<file path="config.mk">
export PLATFORM = sky130hd
export DESIGN_NAME = stream_rr_arbiter
export DESIGN_NICKNAME = d
export VERILOG_FILES = /design/src/rtl/stream_rr_arbiter.sv
export SDC_FILE = /design/constraint.sdc
export NUM_CORES = 1
export LEC_CHECK = 0
export CAP_MARGIN = 20
export CORE_ASPECT_RATIO = 0.75
export CORE_MARGIN = 1
export CORE_UTILIZATION = 41
export CTS_CLUSTER_SIZE = 30
export DETAILED_ROUTE_END_ITERATION = 6
export PLACE_DENSITY = 0.88
export SKIP_CTS_REPAIR_TIMING = 1
export SYNTH_ARGS = -nofsm -noshare
export SYNTH_HDL_FRONTEND = slang
export SYNTH_SLANG_ARGS = --single-unit
export TNS_END_PERCENT = 5
</file>
<file path="constraint.sdc">
create_clock -name i_clock -period 2.1 [get_ports i_clock]
set_input_delay 0.63 -clock i_clock [delete_from_list [all_inputs] [get_ports i_clock]]
set_output_delay 0.63 -clock i_clock [all_outputs]
set_load 0.05 [all_outputs]
</file>
<file path="src/rtl/stream_rr_arbiter.sv">
// Round-robin arbiter sharing one registered valid/ready output stage among N requesters.
// Each grant lasts up to MAX_BURST beats; output beats are tagged with their source index.
module stream_rr_arbiter #(
  parameter int unsigned WIDTH     = 16,
  parameter int unsigned N         = 4,
  parameter int unsigned MAX_BURST = 8,
  localparam int unsigned SW       = (N > 2) ? $clog2(N) : 1
) (
  input  logic               i_clock,
  input  logic               i_reset,
  input  logic               i_enable,
  input  logic [N*WIDTH-1:0] i_in_data,
  input  logic [N-1:0]       i_in_valid,
  output logic [N-1:0]       o_in_ready,
  output logic [WIDTH-1:0]   o_out_data,
  output logic               o_out_valid,
  input  logic               i_out_ready,
  output logic [SW-1:0]      o_out_src,
  output logic [N-1:0]       o_grant
);

  localparam logic [0:0] StIdle  = 1'b0;
  localparam logic [0:0] StGrant = 1'b1;
  localparam logic [7:0] MaxBurst = 8'(MAX_BURST);

  logic [0:0]       state_q, state_d;
  logic [SW-1:0]    g_q, g_d;
  logic [SW-1:0]    p_q, p_d;
  logic [7:0]       c_q, c_d;
  logic [WIDTH-1:0] data_q, data_d;
  logic             valid_q, valid_d;
  logic [SW-1:0]    src_q, src_d;

  logic             granted, load, g_valid, xfer, rel, any_valid;
  logic [SW-1:0]    pick, idx;
  logic [WIDTH-1:0] sel_data;

  assign granted = (state_q == StGrant);
  assign load    = !valid_q || i_out_ready;
  assign g_valid = i_in_valid[g_q];
  assign xfer    = granted && g_valid && i_enable && load;
  assign rel     = granted && ((xfer && (c_q + 8'd1 == MaxBurst)) || !g_valid || !i_enable);

  // First valid requester scanning upward from the rotation pointer, with wrap.
  always_comb begin
    pick      = p_q;
    idx       = '0;
    any_valid = 1'b0;
    for (int unsigned i = 0; i < N; i++) begin
      idx = SW'((32'(p_q) + i) % N);
      if (!any_valid && i_in_valid[idx]) begin
        pick      = idx;
        any_valid = 1'b1;
      end
    end
  end

  always_comb begin
    sel_data = '0;
    for (int unsigned k = 0; k < N; k++) begin
      if (g_q == SW'(k)) sel_data = i_in_data[k*WIDTH +: WIDTH];
    end
  end

  always_comb begin
    o_in_ready = '0;
    if (granted && i_enable && load) o_in_ready[g_q] = 1'b1;
  end

  assign o_grant     = granted ? (N'(1) << g_q) : '0;
  assign o_out_data  = data_q;
  assign o_out_valid = valid_q;
  assign o_out_src   = src_q;

  always_comb begin
    state_d = state_q;
    g_d     = g_q;
    p_d     = p_q;
    c_d     = c_q;
    data_d  = data_q;
    src_d   = src_q;
    // The output stage drains whenever it may load; a transfer refills it.
    valid_d = load ? xfer : valid_q;
    unique case (state_q)
      StIdle: begin
        if (i_enable && any_valid) begin
          g_d     = pick;
          c_d     = 8'd0;
          state_d = StGrant;
        end
      end
      default: begin
        if (xfer) begin
          data_d = sel_data;
          src_d  = g_q;
          c_d    = c_q + 8'd1;
        end
        if (rel) begin
          state_d = StIdle;
          p_d     = (g_q == SW'(N - 1)) ? '0 : g_q + SW'(1);
        end
      end
    endcase
  end

  always_ff @(posedge i_clock) begin
    if (i_reset) begin
      state_q <= StIdle;
      g_q     <= '0;
      p_q     <= '0;
      c_q     <= 8'd0;
      data_q  <= '0;
      valid_q <= 1'b0;
      src_q   <= '0;
    end else begin
      state_q <= state_d;
      g_q     <= g_d;
      p_q     <= p_d;
      c_q     <= c_d;
      data_q  <= data_d;
      valid_q <= valid_d;
      src_q   <= src_d;
    end
  end

endmodule

</file>
# Word level (Yosys, flattened, before mapping)
# Index checks and enable logic that the tools add are counted.
[totals]
regBits = 32
inputBits = 72
output_inout_bits = 27
wordCells = 84
[classes]
addsub = 5
n_lt_le_gt_ge = 6
eq_ne = 5
n_shift = 1
n_mux = 32
bitwise = 1
n_reduce_logical = 27
[op_table]
columns = ["cell", "n"]
rows = [
  ["16-bit two-way mux", 4],
  ["8-bit two-way mux", 3],
  ["2-bit by 3-bit < comparator with 1-bit output (second input constant)", 5],
  ["1-bit two-way mux", 13],
  ["1-bit logical AND", 12],
  ["1-bit binary-select mux with 2-bit select", 5],
  ["8-bit by 1-bit adder with 8-bit output (second input constant)", 1],
  ["8-bit by 4-bit equality test with 1-bit output (second input constant)", 1],
  ["2-bit two-way mux", 4],
  ["4-bit two-way mux", 2],
  ["2-bit AND reduction", 4],
  ["1-bit zero test", 6],
  ["2-bit by 1-bit adder with 2-bit output (second input constant)", 2],
  ["2-bit adder (second input constant)", 2],
  ["2-bit equality test (second input constant)", 2],
  ["1-bit by 2-bit left shift with 4-bit output (first input constant)", 1],
  ["1-bit logical OR", 3],
  ["1-bit demux with 2-bit select", 1],
  ["2-bit by 1-bit equality test with 1-bit output (second input constant)", 1],
  ["2-bit by 1-bit >= comparator with 1-bit output (second input constant)", 1],
  ["2-bit zero test", 1],
  ["2-bit by 1-bit != test with 1-bit output (second input constant)", 1],
  ["2-bit nonzero test", 1],
  ["1-bit inverter", 1],
]

# Depth between registers and ports, before layout
[logic_depth]
word_depth = 15
depth_mapped = 10
ltp_nobuf = 7

# Worst setup path before layout
# OpenSTA, ideal clock, no wires.
[synth_timing]
path_type = "register to output"
startpoint = "register g_q[0]"
endpoint = "output port o_in_ready[3]"
arrival_time_ns = 1.581
path_slack_ns = -0.111
stages_incl_launch_ff = 5
path_cell_list = "dfxtp_1 -> ha_1 -> clkbuf_1 -> clkbuf_1 -> and3_1"
[synth_via]
elab_chain_len = 5
elab_cells_between_ends = 6
cone_classes = "2 x order compare; 3 x mux; 1 x reduce/logical"
[synth_lines]
columns = ["element", "line_no", "text"]
rows = [
  ["start, declared", "27", "logic [SW-1:0] g_q, g_d;"],
  ["start signal, assigned", "117", "g_q <= g_d;"],
  ["2-bit by 3-bit < comparator with 1-bit output (not written as such) / 2-bit by 1-bit >= comparator with 1-bit output (equally long branches)", "67", "if (granted && i_enable && load) o_in_ready[g_q] = 1'b1;"],
  ["1-bit logical AND (not written as such)", "67", ""],
  ["1-bit two-way mux (not written as such)", "67", ""],
  ["1-bit demux with 2-bit select *", "67", ""],
  ["4-bit two-way mux *", "67", ""],
  ["end, declared", "14", "output logic [N-1:0] o_in_ready,"],
]
# Every way passes the cells marked *; elsewhere a longest branch is shown, timed or not.

# Worst setup path in the final report
[layout_timing]
startpoint = "input port i_in_valid[3]"
endpoint = "register p_q[0]"
[layout_via]
elab_chain_len = 10
elab_cells_between_ends = 11
cone_classes = "2 x mux; 9 x reduce/logical"
[layout_lines]
columns = ["element", "line_no", "text"]
rows = [
  ["start, declared", "13", "input logic [N-1:0] i_in_valid,"],
  ["1-bit binary-select mux with 2-bit select *", "40", "assign g_valid = i_in_valid[g_q];"],
  ["1-bit two-way mux (not written as such) *", "40", ""],
  ["1-bit logical AND (3 in a row)", "41", "assign xfer = granted && g_valid && i_enable && load;"],
  ["1-bit logical AND", "42", "assign rel = granted && ((xfer && (c_q + 8'd1 == MaxBurst)) || !g_valid || !i_enable);"],
  ["1-bit logical OR * (2 in a row)", "42", ""],
  ["1-bit logical AND *", "42", ""],
  ["2-bit AND reduction (no source line) *", "n/a", ""],
  ["end signal, assigned", "118", "p_q <= p_d;"],
  ["end, declared", "28", "logic [SW-1:0] p_q, p_d;"],
]
# Every way passes the cells marked *; elsewhere a longest branch is shown, timed or not. The select of a mux whose other input is x is not followed.
# A chain may end at the register's enable or synchronous reset.

==> metrics.csv <==
metric,value,unit
ys.flop_type,dfxtp_1,
num_vias,2504,
clkLatencyLatePin,290,ps
max_stage_delay,530,ps
fmax,0.472,GHz
post_drt_wl_per_cell,16.6,microns
start_util,44.0,%
rows,21,
drt_iter0_drc,124,
place_congestion,0.875,
num_io_pins,99,
synth_cell_types,44,
syn_avg_cell_area,7.74,sq um
hpwl,4910,microns
hp-class,flip-flop to flip-flop,
critPathLaunchType,input port,
setup-violations-final,1,
grt_pass1_vias,2389,
critPathCaptureType,flip-flop,
pre_cts_slack,-312,ps
setup_slack,-19.6,ps
grt_usage,26.7,%
slew_headroom,65.8,%
synthesis.area,2040,sq um
grt_pass1_wl,11300,microns
finalHoldViolations,0,
p_leak,0.00136,uW
drive_gt1_share,19.8,%
critPathKind,input port to flip-flop,
cp_data_required_time,2280,ps
fin_crit,2120,ps
cts_tree,done,
synth_area_leaders,"dfxtp_1, nor3_1, a221oi_1, a211oi_1, nor2b_1",
final_max_slew_viol_count,0,
antenna_found_initial,0,
die_y,63.0,microns
synthCells,263,
clock-root-buffer,clkbuf_8,
yosysSeqAreaShare,31.5,%
dieArea,5250,sq um
fillCellCount,326,
skew,8.00,ps
vias_per_cell,5.81,
firstDrtPassIters,4,
drtAntennaViolNets,0,
clock-sinks,32,
overflow,0,
diodes,0,
outcome,finished with violations,
yosysTopAreaCell,dfxtp_1,
rsz0062_at_grt,yes,
drc,0,
drt_wl_total,7150,microns
cts_inserted_buffers,5,
yosys_warnings,0,
worstPathCellList,clkdlybuf4s50_1 > mux4_2 > a21boi_0 > buf_4 > a21oi_1 > mux2_4,
fin_crit_sh,101,%
pwr_density_cell,540,nW/um^2
async_reset_ff_share,0,%
failed_checks,negative setup slack,
grt_max_degree,24,
worstPathArrival,2300,ps
layout.nets,450,
path_buf_inv,2,
io_buffers,98,
fin_setup_tns,-19.6,ps
irDropWorstVdd,0.366,mV
cap_viol_max_count,0,
ys_ff_latch,32,
synthTopCellsByCount,"nor3_1, dfxtp_1, nor2_1",
holdWs,479,ps
yosysMostFrequentCell,nor3_1,
worst_pin_slew,512,ps
area_delta_synth_final,69.3,%
syn_nets,340,
core_area,4620,sq um
synth_edf_count,0,
path_max_fanout,4,
slowest_stage,mux4_2,
path_delay_family,multiplexers,
ctsLongestPathBuffers,2,
clk_pin_slew_worst_paths,70,ps
fp.dieW,83.4,microns
synth_top_area_share,31.5,%
htreeDepth,2,
state kept, by name, indices dropped and copies added, names as in the netlist:
register	count
g_q	2
c_q	8
o_out_valid	1
granted	1
o_out_data	16
o_out_src	2
p_q	2
metrics by stage:
stage	utilization (%)	cell area (sq um)	instances	power, uW
3_5_place_dp	69.8	3230	421	1190
6_report	74.5	3450	431	1860
2_1_floorplan	-	2040	263	930
5_1_grt	74.5	3450	431	1940
3_3_place_gp	69.8	3230	421	1180
4_1_cts	72.6	3360	429	1840
layer usage:
layer	global-route usage, %	up-vias	routed length [microns]
met4	11.6	0	177
met3	7.53	19	562
met1	31.0	1175	2870
met5	0	-	0
li1	-	1194	-
met2	45.9	116	3540
placed cells by master (no fill, tap or decap), types with 2 or more instances in the layout:
master,netlist,final
nor3_1,33,33
nand2b_1,3,2
a211oi_1,18,17
and2_1,5,4
clkdlybuf4s50_1,0,72
buf_4,0,38
a21oi_1,19,19
a221oi_1,16,16
nand3b_1,2,2
buf_6,1,2
buf_12,0,8
nor2_1,29,28
nor2b_1,19,19
nand2_1,10,10
or3_1,2,2
or4_1,2,2
nor3b_1,2,2
dfxtp_1,32,31
nand3_1,5,5
ha_1,5,4
and3_4,1,5
clkbuf_8,0,7
dlymetal6s2s_1,0,5
o21ai_0,7,7
a211oi_2,1,2
inv_1,5,5
tightest hold or removal path: stages, from the launching register on:
cell and delay (ps):
dfxtp_1 320, nand2_1 60, a21oi_1 60
where the power goes:
group	internal [uW]	total [uW]	leakage (uW)	switching [uW]
clock	419	656	0.0000645	238
combinational	286	558	0.00104	272
sequential	631	647	0.000260	15.8
total	1340	1860	0.00136	525
worst paths after layout:
| path | start | end | slack (ps) | cells after the start |
|---|---|---|---|---|
| setup reg to reg | g_q[0] | o_out_data[10] | 230 | 8 |
| setup / recovery | i_in_valid[3] | p_q[0] | -20 | 6 |
| hold / removal | o_out_src[1] | o_out_src[1] | 480 | 2 |
| hold reg to reg | o_out_src[1] | o_out_src[1] | 480 | 2 |
layout make-up:
type / instances / area (sq um) / share of cell area, %
Clock buffer: 7 / 96.3 / 2.80
Clock inverter: 1 / 30.0 / 0.871
Inverter: 5 / 18.8 / 0.545
Multi-Input combinational cell: 203 / 1320 / 38.3
Sequential cell: 32 / 642 / 18.6
Tap cell: 57 / 71.3 / 2.07
Timing Repair Buffer: 126 / 1270 / 36.7
cell families (layout without fill, tap and decap cells):
kind of cell / count (synthesis) / in the layout / synth area share (%)
and+or+nand+nor: 123 / 123 / 32.3
AOI/OAI and AO/OA: 70 / 70 / 24.0
DFF: 32 / 32 / 31.5
buffers and inverters: 28 / 139 / 5.96
adders and majority gates: 5 / 5 / 3.07
muxes: 3 / 3 / 2.34
xor gates and xnor gates: 2 / 2 / 0.861
No activity file was read; power rests on OpenSTA's default activity.
